**src/rtl/seg_scan_ctrl.sv**
```systemverilog
// seg_scan_ctrl
//   Scan controller for a 4-digit multiplexed seven-segment display.
//   A frame (4 hex nibbles plus a decimal-point mask) is written through a
//   valid/ready handshake into a shadow buffer. It is copied to the active
//   buffer only at a frame boundary, so a scan never shows a mix of two frames.
//   Each digit slot starts with a blanking gap (all anodes off) to suppress
//   ghosting, followed by the lit period. All pins are active-low and registered.
//
// Ports
//   clk        system clock
//   rst_n      asynchronous reset, active-low
//   wr_valid   frame write request
//   wr_ready   high while the shadow buffer is free
//   wr_data    digit nibbles, [3:0] = digit0 (an[0], rightmost) .. [15:12] = digit3
//   wr_dp      decimal-point enable per digit, 1 = lit
//   an         anode enables, active-low
//   seg        segments {g,f,e,d,c,b,a}, active-low
//   dp         decimal point, active-low
//   frame_done one-cycle pulse after the last lit cycle of digit3
//
// FSM states
//   state    | meaning
//   ---------+-----------------------------------------------------------
//   ST_BLANK | all anodes off for BLANK_CNT cycles (skipped when 0)
//   ST_SHOW  | anode of the current digit on for REFRESH_CNT cycles
module seg_scan_ctrl #(
    parameter int unsigned REFRESH_CNT = 65000,
    parameter int unsigned BLANK_CNT   = 1000
) (
    input  logic        clk,
    input  logic        rst_n,
    input  logic        wr_valid,
    output logic        wr_ready,
    input  logic [15:0] wr_data,
    input  logic [3:0]  wr_dp,
    output logic [3:0]  an,
    output logic [6:0]  seg,
    output logic        dp,
    output logic        frame_done
);

    typedef enum logic {
        ST_BLANK = 1'b0,
        ST_SHOW  = 1'b1
    } state_t;

    localparam bit          SKIP_BLANK = (BLANK_CNT == 0);
    localparam logic [15:0] SHOW_LAST  = 16'(REFRESH_CNT - 1);
    localparam logic [15:0] BLANK_LAST = SKIP_BLANK ? 16'd0 : 16'(BLANK_CNT - 1);

    state_t      state_q, state_d;
    logic [15:0] cnt_q, cnt_d;
    logic [1:0]  digit_q, digit_d;
    logic [15:0] act_data_q, act_data_d;
    logic [3:0]  act_dp_q, act_dp_d;
    logic [15:0] sh_data_q, sh_data_d;
    logic [3:0]  sh_dp_q, sh_dp_d;
    logic        pending_q, pending_d;
    logic [3:0]  an_q, an_d;
    logic [6:0]  seg_q, seg_d;
    logic        dp_q, dp_d;
    logic        done_q, done_d;
    logic        boundary;
    logic        accept;
    logic [3:0]  nibble;

    function automatic logic [6:0] seg_decode(input logic [3:0] nib);
        logic [6:0] s;
        s = 7'h7F;
        case (nib)
            4'h0: s = 7'h40;
            4'h1: s = 7'h79;
            4'h2: s = 7'h24;
            4'h3: s = 7'h30;
            4'h4: s = 7'h19;
            4'h5: s = 7'h12;
            4'h6: s = 7'h02;
            4'h7: s = 7'h78;
            4'h8: s = 7'h00;
            4'h9: s = 7'h10;
            4'hA: s = 7'h08;
            4'hB: s = 7'h03;
            4'hC: s = 7'h46;
            4'hD: s = 7'h21;
            4'hE: s = 7'h06;
            4'hF: s = 7'h0E;
            default: s = 7'h7F;
        endcase
        return s;
    endfunction

    always_comb begin
        state_d    = state_q;
        cnt_d      = cnt_q + 16'd1;
        digit_d    = digit_q;
        boundary   = 1'b0;
        act_data_d = act_data_q;
        act_dp_d   = act_dp_q;
        sh_data_d  = sh_data_q;
        sh_dp_d    = sh_dp_q;
        pending_d  = pending_q;
        an_d       = 4'hF;
        seg_d      = 7'h7F;
        dp_d       = 1'b1;
        nibble     = 4'h0;

        case (state_q)
            ST_BLANK: begin
                if (SKIP_BLANK || cnt_q == BLANK_LAST) begin
                    state_d = ST_SHOW;
                    cnt_d   = 16'd0;
                end
            end
            ST_SHOW: begin
                if (cnt_q == SHOW_LAST) begin
                    cnt_d    = 16'd0;
                    digit_d  = digit_q + 2'd1;
                    boundary = (digit_q == 2'd3);
                    state_d  = SKIP_BLANK ? ST_SHOW : ST_BLANK;
                end
            end
            default: begin
                state_d = ST_BLANK;
                cnt_d   = 16'd0;
            end
        endcase

        // Transfer and acceptance are mutually exclusive: acceptance needs
        // pending low, transfer needs it high. A write landing on the boundary
        // cycle therefore waits a whole frame for the next boundary.
        accept = wr_valid && !pending_q;
        if (boundary && pending_q) begin
            act_data_d = sh_data_q;
            act_dp_d   = sh_dp_q;
            pending_d  = 1'b0;
        end
        if (accept) begin
            sh_data_d = wr_data;
            sh_dp_d   = wr_dp;
            pending_d = 1'b1;
        end

        // Pins are computed from the next state and the next active frame so
        // that an, seg and dp change together, including on the transfer edge
        // when no blanking gap separates digit3 from digit0.
        if (state_d == ST_SHOW) begin
            nibble = act_data_d[{digit_d, 2'b00} +: 4];
            an_d   = ~(4'b0001 << digit_d);
            seg_d  = seg_decode(nibble);
            dp_d   = ~act_dp_d[digit_d];
        end

        done_d = boundary;
    end

    always_ff @(posedge clk or negedge rst_n) begin
        if (!rst_n) begin
            state_q    <= ST_BLANK;
            cnt_q      <= 16'd0;
            digit_q    <= 2'd0;
            act_data_q <= 16'd0;
            act_dp_q   <= 4'd0;
            sh_data_q  <= 16'd0;
            sh_dp_q    <= 4'd0;
            pending_q  <= 1'b0;
            an_q       <= 4'hF;
            seg_q      <= 7'h7F;
            dp_q       <= 1'b1;
            done_q     <= 1'b0;
        end else begin
            state_q    <= state_d;
            cnt_q      <= cnt_d;
            digit_q    <= digit_d;
            act_data_q <= act_data_d;
            act_dp_q   <= act_dp_d;
            sh_data_q  <= sh_data_d;
            sh_dp_q    <= sh_dp_d;
            pending_q  <= pending_d;
            an_q       <= an_d;
            seg_q      <= seg_d;
            dp_q       <= dp_d;
            done_q     <= done_d;
        end
    end

    assign wr_ready   = ~pending_q;
    assign an         = an_q;
    assign seg        = seg_q;
    assign dp         = dp_q;
    assign frame_done = done_q;

endmodule
```
**config.mk**
```make
export PLATFORM = sky130hd
export DESIGN_NAME = seg_scan_ctrl
export DESIGN_NICKNAME = d
export VERILOG_FILES = /design/src/rtl/seg_scan_ctrl.sv
export SDC_FILE = /design/constraint.sdc
export NUM_CORES = 1
export LEC_CHECK = 0
export BUFFER_PORTS_ARGS = -buffer_cell sky130_fd_sc_hd__buf_2
export CAP_MARGIN = 25
export CORE_MARGIN = 4
export CORE_UTILIZATION = 40
export DETAILED_ROUTE_END_ITERATION = 6
export SLEW_MARGIN = 0
export SYNTH_ARGS = -nofsm -noshare
export SYNTH_HDL_FRONTEND = slang
export SYNTH_SLANG_ARGS = --single-unit
```
**constraint.sdc**
```tcl
create_clock -name clk -period 5.13 [get_ports clk]
set_input_delay 0.7695 -clock clk [delete_from_list [all_inputs] [get_ports clk]]
set_output_delay 0.7695 -clock clk [all_outputs]
set_load 0.01 [all_outputs]
```
==> run metrics, run 1 <==
ranking of synthesized cells by area dfrtp_1 (44%), mux2_2 (12%), dfstp_2 (9.1%), mux4_2 (3.3%), ha_1 (2.9%); CP max stage cell or4_1; Rows 33; layout cells sized above 1 38.49%; GRT Residual Overflow 0; Cells after Synth 271; Area Growth Syn to Fin 15.09%; Die Wd 100.9 um; CTS Hold Bufs 0; Slew headroom 42.40%; Ports 37; post-route setup TNS 0 ns; crit end category register; max-cap violation count 0; min-delay worst type register to register; clk_skew 0.007432 ns; post-synth top area cell dfrtp_1; initial antenna violation count 0; Seq pwr share 53.4%; Sw Share 21.73%; RSZ-0062 raised after global routing false; sequential cell area fraction in the yosys report 53.41%; Clk pwr share 43.0%; post_cts resized 0; DR pass1 iterations 4; post-synthesis compound-gate area fraction 6.749%; PwrDens 287.5 nW/um^2; largest family of logic cells by synthesized area multiplexers; vias after detailed routing 2,200; DR WL/cell 15.09 um; Post-synth EDFFs 0; WS Path Type register to register; GPL Wtd Cong 0.8100; Critical Path Max Stage Delay 0.56 ns; cell mode on critical path ha_1; final WL 6368 um; multiplexer share of the synthesized area 19.27%; CTS Buffer Depth 2; status complete, no violations; largest net degree at the start of global routing 40; CTS tree built; hpwl dp 4481 um; Net Count, Synth 302; H-tree depth 3; Post-synth top cells dfrtp_1 (61), mux2_2 (38), nor2_1 (17), nand2_1 (15), nand3_1 (13); Die Y 100.9 um; Setup violations, final 0; Simple-Gate Fraction of Synth Area 11.65%; post-synthesis adder-cell area fraction 2.903%; Final ANT Viol Nets 0; CP arrival 4.21 ns; most common cell in the netlist dfrtp_1; total power 1141 uW; diodes inserted 0; post-layout minimum cycle time 3.968 ns; vias in the first global route 2,314; Hold Fails Final Rpt 0; sw power 248.0 uW; final net count 343; post-CTS setup buffer count 0; top_reg_cell synth dfrtp_1; Worst Path Max Fanout 22; Comb power frac 3.6%; mapped cell area 3448 um^2; Seq cells post-synth 73; P_leak 0.001809 uW; Starting DRT DRC Count 106; clk slew on worst S/H paths 0.08 ns; Syn Area/Cell 12.72 um^2; Yosys warnings 0; root buf cell clkbuf_8; die area 10,170 um^2; Critical Path RT 5.37 ns; Slew @ Worst Pin 0.8640 ns; gr usage total 14.29%; via density per instance 5.213; Peak supply drop 179.8 uV; Final period util 77.34%; post-synthesis async set-or-reset flop share 100.0%; Non-Filler Instances 422; share of the synthesized area in the top cell type 44.27%; clk sinks 73; Yosys cell types 54; Initial Util 41.55%; CORE AREA 8299 um^2; Max Slew Vio Count 0; XOR/XNOR Fraction of Synth Area 3.048%; internal power 893.2 uW; Max Freq 252.0 MHz; CTS Buf Count 9; Critical Path Start Type register; Clock Latency Late Sink 0.34 ns; Critical Path, Cell by Cell ha_1 -> nand4b_1 -> or4_1 -> or3_1 -> buf_16 -> mux2_1 -> mux4_2 -> inv_1 -> ha_1 -> a21bo_2 -> a21boi_0 -> o221ai_1; DRC 0; Cells after DPL 404; first-pass GRT wire length 11,410 um; # port buffers 36
## power by group through the flow
stage | registers [uW] | logic, uW | clock network (uW)
6_report | 609 | 41.6 | 491
3_3_place_gp | 620 | 41.7 | 0
4_1_cts | 609 | 43.1 | 508
5_1_grt | 612 | 48.2 | 534
3_5_place_dp | 620 | 43.0 | 0
2_1_floorplan | 614 | 20.8 | 0
## placed cells by master, fill, tap and decap left out, types with 3 or more instances in the layout
| master | netlist | layout |
|---|---|---|
| a21boi_0 | 3 | 3 |
| a21oi_1 | 3 | 3 |
| and3_1 | 5 | 5 |
| buf_2 | 1 | 36 |
| clkbuf_8 | 0 | 9 |
| dfrtp_1 | 61 | 61 |
| dfstp_2 | 12 | 12 |
| ha_1 | 8 | 8 |
| inv_1 | 10 | 10 |
| mux2_2 | 38 | 38 |
| mux2i_1 | 6 | 6 |
| mux4_2 | 5 | 5 |
| nand2_1 | 15 | 15 |
| nand3_1 | 13 | 13 |
| nand4_1 | 3 | 3 |
| nor2_1 | 17 | 17 |
| nor3_1 | 3 | 3 |
| nor4_1 | 5 | 5 |
| o21ai_0 | 6 | 6 |
| or3_1 | 4 | 4 |
| xnor2_1 | 5 | 5 |
| xor2_1 | 7 | 7 |
## worst max-delay path, delay by kind of cell, from the launching register on
family,cells,cell delay (ns)
simple gates,3,1.17
mux,2,0.88
fa+ha+maj,2,0.52
compound gates,3,0.51
flops,1,0.39
buf+inv,2,0.37
## cell type report
type	count	area, um^2
fillers	779	4330
multi-input cells	178	1506
well taps	105	131.4
repair buffers	39	230.2
clock inverters	7	93.84
inverters	11	41.29
clock buffers	9	123.9
flip-flops and latches	73	1842
## through the flow
stage / area, um^2 / utilization, % / hold slack [ns] / setup slack, ns
floorplan: 3448 / - / 0.4549 / 1.274
global placement: 3709 / 44.69 / 0.4664 / 0.9925
detailed placement: 3709 / 44.69 / 0.4749 / 0.8878
CTS: 3926 / 47.31 / 0.4861 / 0.8549
global route: 3969 / 47.82 / 0.5213 / 0.9331
finish: 3969 / 47.82 / 0.4853 / 1.162
## cells by family (layout without fill, tap and decap cells)
kind of cell             count (synthesis)  in the layout
AO/OA/AOI/OAI                           29             29
XOR/XNOR                                12             12
adder cells (fa/ha/maj)                  8              8
buffers and inverters                   20             66
flip-flops                              73             73
multiplexers                            52             52
AND/OR/NAND/NOR                         77             77
## routing by layer
layer / GRT usage (%) / vias up / part of all wire, %
li1: - / 1059 / -
met1: 19.98 / 1098 / 50
met2: 20.91 / 36 / 45
met3: 4.567 / 7 / 4.3
met4: 4.974 / 0 / 1.2
met5: 0 / - / 0
## state kept, by name, indices dropped and copies added (netlist names)
register / cells
pending_q: 1
act_data_q: 16
dp: 1
state_q: 1
sh_dp_q: 4
act_dp_q: 4
seg: 7
sh_data_q: 16
an: 4
cnt_q: 16
digit_q: 2
frame_done: 1
## final timing paths
| path | slack (ns) | start | cells after the start | endpoint |
|---|---|---|---|---|
| setup / recovery | 1.16 | cnt_q[0] | 12 | seg[1] |
| hold / removal | 0.49 | cnt_q[0] | 1 | cnt_q[0] |
| setup reg to reg | 1.16 | cnt_q[0] | 12 | seg[1] |
| hold reg to reg | 0.49 | cnt_q[0] | 1 | cnt_q[0] |
| max in group asynchronous | 3.59 | rst_n | 2 | an[0] |
| min in group asynchronous | 0.53 | rst_n | 1 | cnt_q[10] |
No activity file was read; power rests on OpenSTA's default activity.
==> run 2: changes to the inputs <==
- clock period: 5.13 -> 3.4 ns (I/O delays scaled with it)
==> run 2 against run 1 <==
  * First-iteration DRC count decreased by 60%
  * Die area unchanged
  * Global-route usage increased by 0.66 points
  * Hold slack got worse by 0.33 ns
  * Setup slack got worse by 1.1 ns
  * Clock power increased by 57%
  * Sequential share of layout area decreased by 2.8 points
==> run metrics, run 2 (same netlist as run 1, synthesis figures left out) <==
Max Slew Vio Count 0; Starting DRT DRC Count 42; # port buffers 36; Die Y 100.9 um; vias in the first global route 2,363; CTS Hold Bufs 0; Setup violations, final 0; CORE AREA 8299 um^2; crit end category register; max-cap violation count 0; Ports 37; Peak supply drop 309.8 uV; fin util 50.91%; DR WL/cell 15.18 um; gr usage total 14.95%; largest net degree at the start of global routing 74; CTS Buf Count 9; hpwl dp 4791 um; most frequent cells in the layout dfrtp_1 (61), mux2_2 (38), buf_2 (36); status complete, no violations; WS Path Type register to register; P_leak 0.001947 uW; met1 usage 20.48%; met3 usage 3.253%; FF/Latch Area 1842 um^2; DR pass1 iterations 4; initial antenna violation count 0; Clock Latency Late Sink 0.35 ns; Final ANT Viol Nets 0; Area Growth Syn to Fin 22.53%; Die Wd 100.9 um; GPL Wtd Cong 0.8185; Hold Fails Final Rpt 0; post-layout minimum cycle time 3.323 ns; CTS tree built; RSZ-0062 raised after global routing true; H-tree depth 3; Top Registers act_data_q (16), cnt_q (16), sh_data_q (16); Rows 33; Filler cells 726; layout cells sized above 1 45.64%; Final period util 97.74%; final WL 6816 um; first-pass GRT wire length 11,730 um; Max Freq 300.9 MHz; DRC 0; clk slew on worst S/H paths 0.09 ns; CP arrival 3.59 ns; clk sinks 73; post-route setup TNS 0 ns; Slew headroom 51.20%; diodes inserted 0; Slew @ Worst Pin 0.7254 ns; CTS Buffer Depth 2; clk_skew 0.01052 ns; final hold slack 0.1520 ns; die area 10,170 um^2; vias after detailed routing 2,290; min-delay worst type input pin to async pin; most common cell after layout, fill and taps aside dfrtp_1; number of cells on the worst reg-to-reg path 10; GRT Residual Overflow 0; Critical Path RT 3.67 ns; Worst Path Max Fanout 5; via density per instance 5.100; GRT busiest layer met2; PwrDens 414.8 nW/um^2; final net count 370; Initial Util 41.55%; area of the multi-input gates 1563 um^2; root buf cell clkbuf_8; Critical Path Start Type register; grt met2 use 22.33%
==> run 2: final cells by class <==
| class | instances | share of cell area, % |
|---|---|---|
| clock buffers | 9 | 2.932 |
| multi-input cells | 179 | 36.99 |
| clock inverters | 7 | 2.399 |
| flip-flops and latches | 73 | 43.59 |
| repair buffers | 65 | 10.01 |
| inverters | 11 | 0.9772 |
| well taps | 105 | 3.109 |
==> run 2: metal layers <==
metal	wire, um	share of wire (%)
met1	3301	48
met5	0	0
met2	3107	46
met3	253	3.7
met4	153	2.2
==> run 2: path summary, 6_finish.rpt <==
| check | startpoint | to | slack (ns) |
|---|---|---|---|
| worst max-delay path | cnt_q[0] | seg[3] | 0.08 |
| min in group clk | wr_data[11] | sh_data_q[11] | 0.37 |
| worst min-delay path | rst_n | cnt_q[12] | 0.15 |
| worst max register to register | cnt_q[0] | seg[3] | 0.08 |
| max in group asynchronous | rst_n | seg[5] | 2.88 |
| worst min register to register | act_data_q[12] | act_data_q[12] | 0.50 |
==> run 2: repair_timing <==
action / in CTS / in global routing
pin swaps: 1 / 3
gates resized for setup: 3 / 4
endpoints found under the setup margin: 5 / 7
setup buffers: 1 / 1
gates cloned: 0 / 1
==> run 2: through the flow <==
step | setup WS (ns) | instance area, um^2 | total power [uW] | instances
floorplan | -0.2587 | 3478 | 958.7 | 271
global placement | -0.002574 | 3960 | 1000 | 431
detailed placement | -0.07307 | 3960 | 1003 | 431
CTS | -0.009300 | 4205 | 1778 | 448
global route | -0.03503 | 4225 | 1829 | 449
finish | 0.07694 | 4225 | 1752 | 449
==> run 2: worst max-delay path: stages, from the launching register on <==
cell	delay, ns
dfrtp_1	0.39
ha_4	0.15
nand4b_1	0.12
or4_4	0.56
or3_4	0.44
mux2_4	0.32
mux4_2	0.52
ha_1	0.25
nand3b_1	0.17
a211oi_2	0.28
a31oi_2	0.05
==> run 2: where the power goes <==
group / internal, uW / total, uW / switching [uW]
clock network: 419 / 770 / 351
registers: 899 / 918 / 18.8
logic: 37.3 / 64.4 / 27.1
==> run 3: changes to the inputs <==
--- a/config.mk
+++ b/config.mk
@@ -9,5 +9,5 @@
 export CAP_MARGIN = 25
 export CORE_MARGIN = 4
-export CORE_UTILIZATION = 40
+export CORE_UTILIZATION = 25
 export DETAILED_ROUTE_END_ITERATION = 6
 export SLEW_MARGIN = 0
==> constraint.sdc (replaced) <==
create_clock -name clk -period 3.4 [get_ports clk]
set_input_delay 0.51 -clock clk [delete_from_list [all_inputs] [get_ports clk]]
set_output_delay 0.51 -clock clk [all_outputs]
set_load 0.005 [all_outputs]
==> run 3 against run 2 <==
  * The flow now finishes with violations (setup timing)
  * Via count is 2.9% higher
  * Sequential power hardly changed
  * Setup slack worse by 0.12 ns
  * Critical path depth is 3 higher
  * Global-route usage is 4.5 points lower
  * First-iteration DRC count grew to 3.4 times the previous value
  * Final area is 6.3% higher
  * Core utilization is 17 points lower
  * Power is 4.9% higher
  * Register-to-register slack worse by 0.12 ns
  * Sequential cell count stayed put
  * Critical path type unchanged
  * Highest routed layer unchanged
==> run metrics, run 3 (same netlist as run 1, synthesis figures left out) <==
status finished, violations left; failing checks setup timing; # port buffers 36; Area Growth Syn to Fin 30.23%; Critical Path Max Stage Delay 0.50 ns; Rows 42; number of cells on the worst reg-to-reg path 13; CP arrival 3.68 ns; Die Y 125.4 um; clk slew on worst S/H paths 0.06 ns; Final Cell Area 4491 um^2; vias after detailed routing 2,357; GRT busiest layer met2; hpwl dp 5317 um; final net count 377; RSZ-0062 raised after global routing true; Final Worst Setup Slack -0.03809 ns; max-cap violation count 0; Hold Fails Final Rpt 0; CP max stage cell or4_4; GRT Residual Overflow 0; largest net degree at the start of global routing 37; crit end category register; most common cell after layout, fill and taps aside dfrtp_1; Slew headroom 43.39%; WS Path Type register to register; final WL 7654 um; Filler cells 1,320; Critical Path, Cell by Cell ha_4 -> nand4b_1 -> or4_4 -> or3_4 -> buf_8 -> buf_8 -> mux4_2 -> a22o_1 -> a211oi_4 -> buf_6 -> buf_16 -> o21a_1 -> nor3_4; final hold slack 0.2765 ns; Final ANT Viol Nets 0; Final period util 101.1%; grt met2 use 16.83%; GPL Wtd Cong 0.7990; Max Freq 290.9 MHz; Top Registers act_data_q (16), cnt_q (16), sh_data_q (16); via density per instance 4.472; PwrDens 409.3 nW/um^2; Clock Latency Late Sink 0.33 ns; Critical Path Start Type register; Ports 37; CTS Hold Bufs 0; H-tree depth 3; vias in the first global route 2,635; DRC 0; origin of the critical flop-to-flop path cnt_q[0]; RR Endpoint seg[0]; met3 usage 3.710%; clk_skew 0.005992 ns; gr usage total 10.41%; Setup violations, final 2; Initial Util 25.73%; CORE AREA 13,400 um^2; diodes inserted 0; Placed Area 4051 um^2; met1 usage 13.55%; P_leak 0.002021 uW; DR pass1 iterations 7; first-pass GRT wire length 13,230 um; Critical Path RT 3.64 ns; CTS tree built; Slew @ Worst Pin 0.8492 ns; Max Slew Vio Count 0; root buf cell clkbuf_16; most frequent cells in the layout dfrtp_1 (61), mux2_2 (38), buf_2 (36); CP Launch Point cnt_q[0]; Peak supply drop 280.1 uV; die area 15,740 um^2; post-route setup TNS -0.07059 ns; Worst Path Max Fanout 10; layout cells sized above 1 47.01%; DR WL/cell 14.52 um; post-layout minimum cycle time 3.438 ns; cell mode on critical path buf_8; R2R setup slack -0.04 ns; Starting DRT DRC Count 143; min-delay worst type input pin to async pin; initial antenna violation count 0; clk sinks 73; CTS Buf Count 9; Die Wd 125.4 um; CTS Buffer Depth 2
[run 3: final cells by class]
type	instances	area (um^2)	area share, %
clock buffer	11	232.7	5.182
multi-input combinational	178	1578	35.14
clock inverter	5	33.78	0.7523
tap	176	220.2	4.904
sequential	73	1842	41.01
timing repair buffer	73	540.5	12.04
inverter	11	43.79	0.9752
[run 3: per-stage QoR]
step | setup slack, ns | std cells | util [%] | power [uW]
after CTS | -0.02587 | 526 | 33.23 | 1871
after global routing | -0.1976 | 527 | 33.51 | 1923
after global placement | -0.02875 | 504 | 30.23 | 1001
after detailed placement | -0.09548 | 504 | 30.23 | 1004
after floorplan | -0.2587 | 271 | - | 958.7
final | -0.03809 | 527 | 33.51 | 1838
[run 3: per-layer routing]
| layer | part of all wire (%) | vias to the layer above |
|---|---|---|
| li1 | - | 1122 |
| met1 | 47 | 1182 |
| met2 | 48 | 46 |
| met3 | 4.1 | 7 |
| met4 | 0.98 | 0 |
| met5 | 0 | - |
[run 3: worst max path at each step]
| stage | endpoint |
|---|---|
| 4_1_cts | seg[1] |
| 5_1_grt | seg[1] |
| 6_report | seg[0] |
| 2_1_floorplan | seg[1] |
| 3_5_place_dp | seg[0] |
| 3_3_place_gp | seg[0] |
[run 3: what timing repair did]
| item | CTS | global route |
|---|---|---|
| resized for setup | 15 | 5 |
| buffers inserted | 4 | 0 |
| cloned | 2 | 0 |
| pin swaps | 7 | 1 |
| setup endpoints to repair | 6 | 7 |
[run 3: power by group]
part           internal [uW]  switching, uW  total (uW)
sequential               901           19.8         921
clock                    492            360         852
combinational           36.0           28.5        64.5
total                   1430            408        1840
[run 3: worst max-delay path, delay by kind of cell, from the launching register on]
family / cells / cell delay [ns]
AOI/OAI and AO/OA: 3 / 0.72
adders and majority gates: 1 / 0.14
buffers and inverters: 4 / 0.58
DFF: 1 / 0.39
muxes: 1 / 0.41
and+or+nand+nor: 4 / 1.10
